$ cat src/rtl/fetch_pkg.sv
// Shared types and constants for the instruction fetch unit.
// Optional FETCH_BYPASS_EN lets a response skip the prefetch FIFO when it is empty.
package fetch_pkg;

  typedef enum logic [1:0] {
    RUN   = 2'd0,
    FLUSH = 2'd1,
    HALT  = 2'd2
  } fetch_state_e;

  localparam logic [31:0] NOP_INSTR        = 32'h0000_0000;
  localparam logic [31:0] DEFAULT_RESET_PC = 32'h0000_0000;

  // One prefetch buffer entry: {pc, instr}.
  typedef struct packed {
    logic [31:0] pc;
    logic [31:0] instr;
  } fetch_entry_t;

  function automatic int cnt_width(input int depth);
    return $clog2(depth + 1);
  endfunction

endpackage

$ cat src/rtl/fetch_if.sv
// Instruction-memory request/response bus between the fetch unit (master) and memory (slave).
interface fetch_if;

  logic        imem_req_valid;
  logic        imem_req_ready;
  logic [31:0] imem_addr;
  logic        imem_rsp_valid;
  logic [31:0] imem_rsp_data;

  modport master (
    output imem_req_valid, imem_addr,
    input  imem_req_ready, imem_rsp_valid, imem_rsp_data
  );

  modport slave (
    input  imem_req_valid, imem_addr,
    output imem_req_ready, imem_rsp_valid, imem_rsp_data
  );

endinterface

$ cat src/rtl/fetch_fifo.sv
// Prefetch buffer: small circular FIFO of {pc, instr} entries with a synchronous flush.
module fetch_fifo
  import fetch_pkg::*;
#(
  parameter int DEPTH = 2
) (
  input  logic                         clk,
  input  logic                         rst_n,
  input  logic                         flush,
  input  logic                         push,
  input  fetch_entry_t                 push_data,
  input  logic                         pop,
  output fetch_entry_t                 head,
  output logic                         empty,
  output logic [cnt_width(DEPTH)-1:0]  count
);

  localparam int PTR_W = (DEPTH > 2) ? 2 : 1;
  localparam int CNT_W = cnt_width(DEPTH);

  fetch_entry_t     mem [DEPTH];
  logic [PTR_W-1:0] wr_ptr;
  logic [PTR_W-1:0] rd_ptr;

  function automatic logic [PTR_W-1:0] next_ptr(input logic [PTR_W-1:0] p);
    return (p == PTR_W'(DEPTH - 1)) ? '0 : p + 1'b1;
  endfunction

  // NOTE: the storage array is deliberately not reset; pointers and count alone decide
  // which entries are valid, so the array can map onto plain flops or a RAM without reset.
  always_ff @(posedge clk) begin
    if (push && !flush) mem[wr_ptr] <= push_data;
  end

  // NOTE: sequential state always uses non-blocking assignments so every flop samples
  // pre-edge values regardless of statement order.
  always_ff @(posedge clk or negedge rst_n) begin
    if (!rst_n) begin
      wr_ptr <= '0;
      rd_ptr <= '0;
      count  <= '0;
    end else if (flush) begin
      wr_ptr <= '0;
      rd_ptr <= '0;
      count  <= '0;
    end else begin
      if (push) wr_ptr <= next_ptr(wr_ptr);
      if (pop)  rd_ptr <= next_ptr(rd_ptr);
      count <= count + CNT_W'(push) - CNT_W'(pop);
    end
  end

  assign head  = mem[rd_ptr];
  assign empty = (count == '0);

endmodule

$ cat src/rtl/fetch_unit.sv
// Instruction fetch unit: prefetches sequential words, buffers them, handles redirects/flushes.
// Define FETCH_BYPASS_EN to forward a response straight to decode when the buffer is empty.
module fetch_unit
  import fetch_pkg::*;
#(
  parameter logic [31:0] RESET_PC   = DEFAULT_RESET_PC,
  parameter int          FIFO_DEPTH = 2
) (
  input  logic        clk,
  input  logic        rst_n,
  fetch_if.master     imem,
  output logic [31:0] instr,
  output logic [31:0] instr_pc,
  output logic        instr_valid,
  input  logic        instr_ready,
  input  logic        redirect_valid,
  input  logic [31:0] redirect_pc,
  output logic        fetch_err
);

  localparam int CNT_W = cnt_width(FIFO_DEPTH);

  fetch_state_e     state;
  logic [31:0]      pc;
  logic [31:0]      rsp_pc;
  logic [CNT_W-1:0] outstanding;
  logic [CNT_W-1:0] drop_cnt;
  logic [CNT_W-1:0] fifo_count;
  logic [CNT_W-1:0] out_after_drop;
  logic             started;
  logic             accept;
  logic             rsp_keep;
  logic             bypass;
  logic             fifo_push;
  logic             fifo_pop;
  logic             fifo_empty;
  fetch_entry_t     fifo_head;
  fetch_entry_t     rsp_entry;
  fetch_entry_t     out_entry;

  assign accept         = imem.imem_req_valid & imem.imem_req_ready;
  assign out_after_drop = outstanding - CNT_W'(imem.imem_rsp_valid);
  assign rsp_keep       = imem.imem_rsp_valid && (state == RUN) && !redirect_valid;
  assign rsp_entry      = '{pc: rsp_pc, instr: imem.imem_rsp_data};

`ifdef FETCH_BYPASS_EN
  assign bypass = rsp_keep && fifo_empty;
`else
  assign bypass = 1'b0;
`endif

  assign fifo_pop  = !fifo_empty && instr_ready && !redirect_valid;
  assign fifo_push = rsp_keep && !(bypass && instr_ready);

  // A slot freed by this cycle's pop is credited immediately; the new request cannot
  // respond before next cycle, so the buffer still cannot overflow and depth 2 streams.
  assign imem.imem_req_valid = started && (state == RUN) && !redirect_valid &&
      ((CNT_W+1)'(outstanding) + (CNT_W+1)'(fifo_count) <
       (CNT_W+1)'(FIFO_DEPTH) + (CNT_W+1)'(fifo_pop));
  assign imem.imem_addr = pc;

  assign instr_valid = !fifo_empty || bypass;
  assign out_entry   = bypass ? rsp_entry : fifo_head;
  assign instr       = instr_valid ? out_entry.instr : NOP_INSTR;
  assign instr_pc    = instr_valid ? out_entry.pc : 32'h0;

  fetch_fifo #(.DEPTH(FIFO_DEPTH)) u_fifo (
    .clk       (clk),
    .rst_n     (rst_n),
    .flush     (redirect_valid),
    .push      (fifo_push),
    .push_data (rsp_entry),
    .pop       (fifo_pop),
    .head      (fifo_head),
    .empty     (fifo_empty),
    .count     (fifo_count)
  );

  // started keeps the request line low for the first cycle out of reset.
  always_ff @(posedge clk or negedge rst_n) begin
    if (!rst_n) begin
      state       <= RUN;
      pc          <= RESET_PC;
      rsp_pc      <= RESET_PC;
      outstanding <= '0;
      drop_cnt    <= '0;
      fetch_err   <= 1'b0;
      started     <= 1'b0;
    end else begin
      started <= 1'b1;
      if (redirect_valid) begin
        pc          <= redirect_pc;
        rsp_pc      <= redirect_pc;
        outstanding <= out_after_drop;
        drop_cnt    <= out_after_drop;
        fetch_err   <= (redirect_pc[1:0] != 2'b00);
        if (out_after_drop != '0)          state <= FLUSH;
        else if (redirect_pc[1:0] != 2'b00) state <= HALT;
        else                                state <= RUN;
      end else begin
        if (accept) pc <= pc + 32'd4;
        outstanding <= outstanding + CNT_W'(accept) - CNT_W'(imem.imem_rsp_valid);
        case (state)
          RUN: if (rsp_keep) rsp_pc <= rsp_pc + 32'd4;
          FLUSH: begin
            if (imem.imem_rsp_valid) begin
              drop_cnt <= drop_cnt - 1'b1;
              if (drop_cnt == CNT_W'(1)) state <= fetch_err ? HALT : RUN;
            end
          end
          default: ;
        endcase
      end
    end
  end

endmodule

$ cat src/flat_wrapper.sv
// flat-port wrapper written by rule: the top's interface ports become plain ports
module fetch_unit_flat import fetch_pkg::*;
#(
  parameter logic [31:0] RESET_PC   = DEFAULT_RESET_PC,
  parameter int          FIFO_DEPTH = 2
)
  (clk, rst_n, instr, instr_pc, instr_valid, instr_ready, redirect_valid, redirect_pc, fetch_err, imem_imem_req_valid, imem_imem_addr, imem_imem_req_ready, imem_imem_rsp_valid, imem_imem_rsp_data);
  fetch_if imem_i ();
  input  logic clk;
  input  logic rst_n;
  output logic [31:0] instr;
  output logic [31:0] instr_pc;
  output logic instr_valid;
  input  logic instr_ready;
  input  logic redirect_valid;
  input  logic [31:0] redirect_pc;
  output logic fetch_err;
  output wire logic [$bits(imem_i.imem_req_valid)-1:0] imem_imem_req_valid;
  output wire logic [$bits(imem_i.imem_addr)-1:0] imem_imem_addr;
  input wire logic [$bits(imem_i.imem_req_ready)-1:0] imem_imem_req_ready;
  input wire logic [$bits(imem_i.imem_rsp_valid)-1:0] imem_imem_rsp_valid;
  input wire logic [$bits(imem_i.imem_rsp_data)-1:0] imem_imem_rsp_data;
  assign imem_imem_req_valid = imem_i.imem_req_valid;
  assign imem_imem_addr = imem_i.imem_addr;
  assign imem_i.imem_req_ready = imem_imem_req_ready;
  assign imem_i.imem_rsp_valid = imem_imem_rsp_valid;
  assign imem_i.imem_rsp_data = imem_imem_rsp_data;
  fetch_unit #(.RESET_PC(RESET_PC), .FIFO_DEPTH(FIFO_DEPTH)) u_core (.clk(clk), .rst_n(rst_n), .imem(imem_i), .instr(instr), .instr_pc(instr_pc), .instr_valid(instr_valid), .instr_ready(instr_ready), .redirect_valid(redirect_valid), .redirect_pc(redirect_pc), .fetch_err(fetch_err));
endmodule
$ cat config.mk
export PLATFORM = sky130hd
export DESIGN_NAME = fetch_unit_flat
export DESIGN_NICKNAME = d
export VERILOG_FILES = /design/src/rtl/fetch_pkg.sv /design/src/rtl/fetch_if.sv /design/src/rtl/fetch_fifo.sv /design/src/rtl/fetch_unit.sv /design/src/flat_wrapper.sv
export SDC_FILE = /design/constraint.sdc
export NUM_CORES = 1
export LEC_CHECK = 0
export CORE_MARGIN = 8
export CORE_UTILIZATION = 55
export CTS_CLUSTER_SIZE = 25
export DETAILED_ROUTE_END_ITERATION = 12
export GPL_ROUTABILITY_DRIVEN = 0
export MAX_ROUTING_LAYER = met4
export PLACE_DENSITY = 0.85
export SETUP_SLACK_MARGIN = 0.02
export SYNTH_ARGS = -nofsm -noshare
export SYNTH_HDL_FRONTEND = slang
export SYNTH_SLANG_ARGS = --single-unit
$ cat constraint.sdc
create_clock -name clk -period 8 [get_ports clk]
set_input_delay 2.4 -clock clk [delete_from_list [all_inputs] [get_ports clk]]
set_output_delay 2.4 -clock clk [all_outputs]
set_load 0.03 [all_outputs]
==> results.sh <==
export IMPL_initial_core_util=0.557
export IMPL_fin_area_um2=11700
export IMPL_drive_gt1_frac=0.0672
export IMPL_finalCritPeriodShare=0.839
export IMPL_nFillCells=1139
export IMPL_cts_buffer_depth=3
export IMPL_n_antenna_cell=0
export IMPL_seqCellArea_um2=5750
export IMPL_max_freq_mhz=149
export IMPL_postSynth_asyncResetShare=0.373
export IMPL_status="complete, no violations"
export IMPL_end_kind="output pin"
export IMPL_cts_root_buf="clkbuf_16"
export IMPL_post_cts_buffers=0
export IMPL_slew_viol_final=0
export IMPL_dieArea_um2=21000
export IMPL_ant_nets=0
export IMPL_power_per_cell_area_nw_per_um2=271
export IMPL_dpl_hpwl_mm=14.1
export IMPL_slowest_delay_ns=0.71
export IMPL_cts_tree="yes"
export IMPL_crit_path_start_kind="input port"
export IMPL_postCtsResizedCells=0
export IMPL_wire_per_inst_um=18.5
export IMPL_max_slew_margin=0.359
export IMPL_drc=0
export IMPL_fin_hold_ws_ns=0.480
export IMPL_r2r_start="u_core.u_fifo.count[0]"
export IMPL_fin_util=0.711
export IMPL_place_area_um2=11000
export IMPL_clkTransAtPathRegs_ns=0.06
export IMPL_syn_nets=826
export IMPL_finalClockSkew_ns=0.00895
export IMPL_netlist_area_um2=9150
export IMPL_hp_start="u_core.rsp_pc[1]"
export IMPL_required_ns=5.60
export IMPL_crit_path_max_fanout=15
export IMPL_tns_ns=0
export IMPL_drt_iter0_drc=450
export IMPL_rows=47
export IMPL_areaGrowthSynthToFinish_pct=27.6
export IMPL_layout_nets=986
export IMPL_core_um2=16400
export IMPL_p_leak_uw=0.00410
export IMPL_die_y_um=145
export IMPL_cp_startpoint="instr_ready"
export IMPL_routed_wirelength_mm=21.2
export IMPL_netlist_instances=747
export IMPL_worst_path_most_repeated_cell="clkdlybuf4s50_1"
export IMPL_grt_pass1_vias=6591
export IMPL_synth_most_common_cell="edfxtp_1"
export IMPL_fin_crit_ns=6.71
export IMPL_setup_viol=0
export IMPL_rsz0062_at_grt="no"
export IMPL_synth_ff_type="edfxtp_1"
export IMPL_syn_avg_cell_area_um2=12.2
export IMPL_grt_pass1_wl_mm=34.8
export IMPL_numCtsBuffers=21
export IMPL_hold_buffers=0
export IMPL_synth_common_cells="edfxtp_1 (128), nor2_1 (83), dfrtp_1 (76), mux2i_1 (64), nand2_1 (64)"
export IMPL_multi_input_area_um2=3170
export IMPL_io_buffers=168
export IMPL_antenna_found_initial=0
export IMPL_clock_sinks=204
export IMPL_drv_cap=0
export IMPL_synth_seq_cells=204
export IMPL_critical_path_class="in2out"
export IMPL_synth_edf_count=128
export IMPL_synth_area_leaders="edfxtp_1 (42%), dfrtp_1 (21%), mux2i_1 (7.0%)"
export IMPL_grtUsageTotal=0.205
export IMPL_vias=6438
export IMPL_cp_slowest_cell="clkdlybuf4s50_1"
export IMPL_ys_seq_area_frac=0.628
export IMPL_synth_top_area_frac=0.420
export IMPL_grt_max_degree=77
export IMPL_dieWidth_um=145
export IMPL_synth_warnings=0
export IMPL_crit_chain="clkdlybuf4s50_1 > o21ai_2 > o31a_1 > nor2_1 > clkdlybuf4s50_1"
export IMPL_hp_class="reg2reg"
export IMPL_vdd_drop_max_v=0.000132
export IMPL_io_pins=169
export IMPL_hold_viol=0
export IMPL_worstMarginPinSlew_ns=0.961
export IMPL_drt_pass1_iterations=5
export IMPL_vias_per_cell=5.64
export IMPL_critPathArrivalTime_ns=4.31
export IMPL_layout_setup_ws_ns=1.29
export IMPL_yosys_area_top_type="edfxtp_1"
export IMPL_clock_latency_ns=0.49
export IMPL_ys_types=51
export IMPL_overflow=0
export IMPL_h_tree_depth=1
export IMPL_pre_cts_ws_ns=1.33
layer usage:
metal,global-route usage,share of wire,vias to the layer above
met4,0.0547,0.016,0
li1,-,-,3056
met5,-,0,-
met3,0.0417,0.079,29
met1,0.282,0.45,3072
met2,0.307,0.46,281
stage by stage:
step	power [µW]	std cells
2_1_floorplan	1910	747
3_5_place_dp	2270	1104
6_report	3160	1142
3_3_place_gp	2250	1104
5_1_grt	3310	1142
4_1_cts	3190	1142
logic make-up (layout without fill, tap and decap cells):
family	Yosys count	in the layout	share of synthesized area
multiplexers	73	73	0.0811
AND/OR/NAND/NOR	257	257	0.142
buffers and inverters	62	237	0.0268
AO/OA/AOI/OAI	103	103	0.0718
other	1	1	0.000410
flip-flops	204	204	0.628
adder cells (fa/ha/maj)	9	9	0.0131
XOR/XNOR	38	38	0.0364
flip-flops by register name, indices dropped and copies added, names as in the netlist:
name / flops
u_core.drop_cnt: 2
u_core.fetch_err: 1
u_core.imem.imem_addr: 32
u_core.outstanding: 2
u_core.rsp_pc: 32
u_core.started: 1
u_core.state: 2
u_core.u_fifo.count: 2
u_core.u_fifo.mem: 128
u_core.u_fifo.rd_ptr: 1
u_core.u_fifo.wr_ptr: 1
path summary, 6_finish.rpt:
check	endpoint	slack (ns)	cells past startpoint
worst max-delay path	imem_imem_req_valid	1.29	5
worst min-delay path	u_core.u_fifo.mem[1][33]	0.48	0
worst max register to register	u_core.imem.imem_addr[20]	4.74	8
worst min register to register	u_core.u_fifo.mem[1][33]	0.48	0
max in group asynchronous	u_core.u_fifo.rd_ptr	5.20	1
min in group asynchronous	u_core.imem.imem_addr[24]	2.04	1
where the power goes:
group / total, µW / internal (µW) / switching, µW
clock network: 919 / 541 / 378
registers: 1350 / 1240 / 111
logic: 890 / 356 / 535
cell usage in the layout, fill, tap and decap left out, drive strengths merged, types with 3 or more instances in the layout:
cell,count
ha,8
a21oi,13
nand4,22
dfrtp,76
o21ai,45
nand2,64
nand3,23
nor3,20
xor2,14
and3,12
o211ai,8
clkinv,6
clkdlybuf4s50,166
inv,26
buf,8
mux2,9
nor2b,3
nor4,10
o311ai,11
clkbuf,31
a31oi,3
edfxtp,128
and4,3
o31a,9
mux2i,64
or4,4
nor2,83
a211oi,6
xnor2,24
or3,6
final cells by class:
type | count | share of cell area
Sequential cell | 204 | 0.493
Tap cell | 220 | 0.0236
Clock buffer | 31 | 0.0535
Multi-Input combinational cell | 481 | 0.272
Clock inverter | 7 | 0.00311
Timing Repair Buffer | 174 | 0.147
Inverter | 25 | 0.00804
critical path: cells and delay by family:
family                 cells  cell delay, ns
AOI/OAI and AO/OA          2            0.54
and+or+nand+nor            1            0.17
buffers and inverters      2            1.19
Power figures use the tool's default switching activity.
